File: src/rtl/if_prefetch_unit.sv
// Instruction-fetch front end: owns the PC, fetches over a req/ack handshake
// and buffers {instruction, pc+1} pairs for decode behind a valid/ready port.
module if_prefetch_unit #(
  parameter int ADDRESS_LEN     = 12,
  parameter int INSTRUCTION_LEN = 19,
  parameter int DEPTH           = 4
) (
  input  logic                       clk,
  input  logic                       rst,
  output logic                       imem_req,
  output logic [ADDRESS_LEN-1:0]     imem_addr,
  input  logic                       imem_ack,
  input  logic [INSTRUCTION_LEN-1:0] imem_rdata,
  input  logic                       redirect_valid,
  input  logic [ADDRESS_LEN-1:0]     redirect_pc,
  input  logic                       id_ready,
  output logic                       if_valid,
  output logic [INSTRUCTION_LEN-1:0] if_instruction,
  output logic [ADDRESS_LEN-1:0]     if_pc_plus1
);
  localparam int PW = $clog2(DEPTH);
  localparam int CW = PW + 1;
  localparam logic [CW-1:0] LP_DEPTH = CW'(DEPTH);

  typedef enum logic [1:0] {S_IDLE, S_WAIT, S_DROP} state_t;

  state_t                                 r_state, w_state_nxt;
  logic [ADDRESS_LEN-1:0]                 r_pc, r_addr;
  logic [CW-1:0]                          r_count, w_count_nxt;
  logic [PW-1:0]                          r_rd_ptr, r_wr_ptr;
  logic [DEPTH-1:0][INSTRUCTION_LEN-1:0]  r_mem_ins;
  logic [DEPTH-1:0][ADDRESS_LEN-1:0]      r_mem_pc1;
  logic [ADDRESS_LEN-1:0]                 w_addr_p1, w_issue_addr;
  logic                                   w_push, w_pop, w_issue, w_empty;

  assign w_addr_p1    = r_addr + ADDRESS_LEN'(1);
  assign w_empty      = (r_count == '0);
  assign w_push       = (r_state == S_WAIT) && imem_ack && !redirect_valid;
  assign w_pop        = if_valid && id_ready;
  assign w_count_nxt  = redirect_valid ? '0 : (r_count + CW'(w_push) - CW'(w_pop));
  // A back-to-back issue follows the response just accepted, so it uses addr+1.
  assign w_issue_addr = (r_state == S_WAIT) ? w_addr_p1 : r_pc;

  always_comb begin
    w_state_nxt = r_state;
    w_issue     = 1'b0;
    case (r_state)
      S_IDLE: begin
        if (!redirect_valid && (r_count < LP_DEPTH)) begin
          w_issue     = 1'b1;
          w_state_nxt = S_WAIT;
        end
      end
      S_WAIT: begin
        if (redirect_valid) begin
          w_state_nxt = imem_ack ? S_IDLE : S_DROP;
        end else if (imem_ack) begin
          if (w_count_nxt < LP_DEPTH) begin
            w_issue     = 1'b1;
            w_state_nxt = S_WAIT;
          end else begin
            w_state_nxt = S_IDLE;
          end
        end
      end
      S_DROP: begin
        if (imem_ack) w_state_nxt = S_IDLE;
      end
      default: w_state_nxt = S_IDLE;
    endcase
  end

  always_ff @(posedge clk or negedge rst) begin
    if (!rst) r_state <= S_IDLE;
    else      r_state <= w_state_nxt;
  end

  always_ff @(posedge clk or negedge rst) begin
    if (!rst) begin
      r_pc     <= '0;
      r_addr   <= '0;
      r_count  <= '0;
      r_rd_ptr <= '0;
      r_wr_ptr <= '0;
    end else begin
      if (redirect_valid) r_pc <= redirect_pc;
      else if (w_push)    r_pc <= w_addr_p1;
      if (w_issue) r_addr <= w_issue_addr;
      r_count <= w_count_nxt;
      // Flush by collapsing the read pointer onto the write pointer.
      if (redirect_valid) r_rd_ptr <= r_wr_ptr;
      else if (w_pop)     r_rd_ptr <= r_rd_ptr + PW'(1);
      if (w_push) r_wr_ptr <= r_wr_ptr + PW'(1);
    end
  end

  always_ff @(posedge clk) begin
    if (w_push) begin
      r_mem_ins[r_wr_ptr] <= imem_rdata;
      r_mem_pc1[r_wr_ptr] <= w_addr_p1;
    end
  end

  assign imem_req       = (r_state != S_IDLE);
  assign imem_addr      = r_addr;
  assign if_valid       = !w_empty && !redirect_valid;
  assign if_instruction = w_empty ? '0 : r_mem_ins[r_rd_ptr];
  assign if_pc_plus1    = w_empty ? '0 : r_mem_pc1[r_rd_ptr];

  a_no_overflow: assert property (@(posedge clk) disable iff (!rst)
    (w_push && !w_pop) |-> (r_count < LP_DEPTH));

endmodule

File: config.mk
export PLATFORM = sky130hd
export DESIGN_NAME = if_prefetch_unit
export DESIGN_NICKNAME = d
export VERILOG_FILES = /design/src/rtl/if_prefetch_unit.sv
export SDC_FILE = /design/constraint.sdc
export NUM_CORES = 1
export LEC_CHECK = 0
export CAP_MARGIN = 20
export CELL_PAD_IN_SITES_DETAIL_PLACEMENT = 1
export CELL_PAD_IN_SITES_GLOBAL_PLACEMENT = 1
export CORE_UTILIZATION = 25
export CTS_CLUSTER_DIAMETER = 30
export DETAILED_ROUTE_END_ITERATION = 12
export DONT_BUFFER_PORTS = 1
export PLACE_DENSITY = 0.42
export RECOVER_POWER = 100
export SETUP_SLACK_MARGIN = 0.1
export SLEW_MARGIN = 20
export SYNTH_ARGS = -nofsm -noshare
export SYNTH_HDL_FRONTEND = slang
export SYNTH_SLANG_ARGS = --single-unit
File: constraint.sdc
create_clock -name clk -period 4.3 [get_ports clk]
set_input_delay 0.86 -clock clk [delete_from_list [all_inputs] [get_ports clk]]
set_output_delay 0.86 -clock clk [all_outputs]
set_load 0.1 [all_outputs]
==> metrics.md <==
| Metric | Value |
|---|---|
| Classification of the worst setup path | `register to output pin` |
| Top cells by area, synth | `sky130_fd_sc_hd__edfxtp_1, sky130_fd_sc_hd__dfrtp_1, sky130_fd_sc_hd__mux4_2` |
| Starting DRC count in detailed routing | `184` |
| Number of maximum-capacitance violations | `10` |
| CTS H-Tree Depth | `4` |
| Maximum clock skew at final layout | `roughly 0.011 ns` |
| All-layer global routing usage | `12.53%` |
| TritonCTS Sinks | `157` |
| Pin slew with the least headroom to its limit | `1.790 ns` |
| Initial antenna violation count | `0` |
| Clock transition at the registers of the reported paths | `0.07 ns` |
| Sequential-to-total area share from yosys stat | `67.01%` |
| Total number of placement rows | `just under 60` |
| Startpoint class of the critical path | `register` |
| Number of antenna diodes | `0` |
| Number of max-slew violations in the final report | `162` |
| Count of buffers added by post-CTS timing repair for setup | `0` |
| Remaining max-slew budget at the tightest pin | `-19.31%` |
| Layout overhead on the synthesized area | `17.45%` |
| Slowest-stage cell, CP | `sky130_fd_sc_hd__nor2_2` |
| Final Net Count | `between 500 and 600` |
| Count of mapped cells out of synthesis | `about 430` |
| Vias in the first global route | `~4.2k` |
| Number of buffers added on ports | `0` |
| Async S/R FF share, synth | `a little over a fifth` |
| Clock tree root buffer cell | `sky130_fd_sc_hd__clkbuf_16` |
| RSZ-0062 raised after global routing | `no` |
| Avg Inst Size Synth | `about 16 sq um` |
| Most used cells in the layout excluding fill and tap cells | `sky130_fd_sc_hd__edfxtp_1, sky130_fd_sc_hd__clkbuf_2, sky130_fd_sc_hd__mux4_2, sky130_fd_sc_hd__nor2b_2, sky130_fd_sc_hd__dfrtp_1` |
| Core Footprint | `26,350 sq um` |
| Half-perimeter wire length of the detailed placement result | `between 10,000 and 15,000 microns` |
| Outcome | `finished with violations` |
| Number of fill cells | `~2.8k` |
| Data required time of the critical path | `approximately 3.4 ns` |
| Most common cell after layout, fill and taps aside | `sky130_fd_sc_hd__edfxtp_1` |
| Dominant synthesized flop cell | `sky130_fd_sc_hd__edfxtp_1` |
| First-pass GRT wire length | `25,610 microns` |
| IO Count | `81` |
| Critical-path maximum fanout | `33` |
| Fraction of layout instances using a drive strength above 1 | `29.38%` |
| Count of endpoints failing setup in the final report | `0` |
| Number of distinct library cells after synthesis | `54` |
| Number of vias per cell | `4.606` |
| Class of the tightest hold or removal check | `input pin to async pin` |
| Most area-hungry cell type in the Yosys netlist | `sky130_fd_sc_hd__edfxtp_1` |
| Time the worst path needs with I/O delays and setup | `3.674 ns` |
| Width of the die | `between 150 and 200 microns` |
| Violated checks | `max-capacitance violations, max-slew violations` |
| Number of CTS-inserted buffers | `17` |
| Number of cell instances on the worst register-to-register path | `4` |
| Crit path arrival time | `2.81 ns` |
| Crit end category | `output pin` |
| CTS Hold Bufs | `0` |
| Router iterations before antenna repair | `4` |
| Clock tree from TritonCTS | `yes` |
| Count of instances resized after the clock tree is built | `0` |
| Warning count from the yosys run | `0` |
| R2R setup slack | `0.71 ns` |
| Top cell type's share of synthesized area | `between 50% and 60%` |
| Final Hold Viols | `0` |
| Reg-to-reg endpoint | `r_mem_pc1[21]$_DFFE_PP_` |
| DR DRC count | `0` |
| Area of the mapped netlist | `6789 sq um` |
| Register bit count reported by yosys | `157` |
| Clock latency on the worst-skew pair | `~0.42 ns` |
| Residual overflow from global routing | `0` |
| Crit-path leading delay family | `simple AND/OR/NAND/NOR gates` |
| Synthesized Nets | `470` |
| Setup_tns | `0 ns` |
| Final ANT Viol Nets | `0` |
| Total number of vias | `3,754` |
| Critical Path, Cell by Cell | `nor3_1 > clkbuf_2 > nor2_2` |
| Pin count of the biggest net entering global routing | `38` |
| Launch instance of the worst register-to-register path | `imem_addr[0]$_DFFE_PN0P_` |
| Fin crit share | `85.44%` |
| Maximum buffer depth of the clock tree | `2` |
| Floorplan die area | `roughly 28,000 sq um` |
| Achievable Freq | `0.2722 GHz` |
| CP max stage delay | `1.15 ns` |
| WL final | `16,510 microns` |
| Initial cell density of the core | `approximately 26%` |
| Post-detailed-route wirelength per cell | `20.26 microns` |
| DIE HEIGHT | `166.8 microns` |
| Combined buffer and inverter count along the critical path | `1` |
| Last weighted congestion value of the routability-driven placer | `about 0.74` |
| Number of enable-type register cells in the synthesized netlist | `124` |
[area by class of cell]
| cell class | instances | area [sq um] | share of cell area, % |
|---|---|---|---|
| Clock inverter | 14 | 172.7 | 2.165 |
| Clock buffer | 18 | 429.2 | 5.382 |
| Multi-Input combinational cell | 237 | 2138 | 26.82 |
| Timing Repair Buffer | 46 | 232.7 | 2.919 |
| Sequential cell | 157 | 4552 | 57.08 |
| Inverter | 8 | 30.03 | 0.3766 |
| Tap cell | 335 | 419.2 | 5.257 |
[cell families (layout without fill, tap and decap cells)]
group	Yosys count	after routing	synth area share [%]
DFF	157	157	67.01
muxes	37	37	11.17
buffers and inverters	32	86	2.267
and+or+nand+nor	121	121	10.36
adders and majority gates	8	8	1.585
AOI/OAI and AO/OA	60	60	6.082
xor gates and xnor gates	11	11	1.530
[synthesized netlist by cell type (all sizes together), types with 7 or more instances]
master / count
nand2: 28
inv: 8
nor2: 16
nand3: 9
nor2b: 33
a21oi: 7
and2: 7
ha: 7
edfxtp: 124
buf: 18
mux4: 31
o21ai: 17
dfrtp: 33
a2bb2oi: 11
[state kept, by name, indices dropped and copies added (netlist names)]
name / cells
r_mem_ins: 76
imem_addr: 12
r_wr_ptr: 2
r_count: 3
r_mem_pc1: 48
r_pc: 12
r_state: 2
r_rd_ptr: 2
[worst reg2reg max path: cells and delay by family (launching register included)]
| kind | cells | cell delay [ns] |
|---|---|---|
| simple gates | 2 | 1.26 |
| buf+inv | 1 | 1.16 |
| xor+xnor | 1 | 0.54 |
| flops | 1 | 0.34 |
[metrics by stage]
| stage | util (%) | hold slack, ns | instances | cell area, sq um | worst slack, ns |
|---|---|---|---|---|---|
| floorplan | - | 0.5027 | 426 | 6789 | 0.9498 |
| global placement | 28.59 | 0.5521 | 783 | 7535 | 0.8038 |
| detailed placement | 28.59 | 0.5469 | 783 | 7535 | 0.7259 |
| CTS | 30.87 | 0.1043 | 815 | 8137 | 0.8882 |
| global route | 30.26 | 0.09430 | 815 | 7974 | 0.4068 |
| finish | 30.26 | 0.1239 | 815 | 7974 | 0.6263 |
[worst max-delay path by stage]
stage | start | to | slack (ns) | cells past startpoint
floorplan | redirect_valid | if_valid | 0.95 | 3
finish | r_count[2]$_DFF_PN0_ | if_valid | 0.63 | 3
CTS | r_rd_ptr[0]$_DFFE_PN0P_ | if_pc_plus1[6] | 0.89 | 4
global route | r_count[2]$_DFF_PN0_ | if_valid | 0.41 | 3
global placement | imem_ack | imem_addr[0]$_DFFE_PN0P_ | 0.80 | 12
detailed placement | imem_ack | imem_addr[0]$_DFFE_PN0P_ | 0.73 | 12
[per-layer routing]
| metal | share of wire (%) | track usage (%) | vias to the layer above |
|---|---|---|---|
| li1 | - | - | 1705 |
| met1 | 44 | 15.44 | 1952 |
| met2 | 49 | 20.55 | 87 |
| met3 | 5.7 | 4.491 | 10 |
| met4 | 0.87 | 3.704 | 0 |
| met5 | 0 | 0 | - |
Power is left out: the tool's default activity adds up to more than one toggle a clock period on the data nets, which glitch-free logic cannot reach.
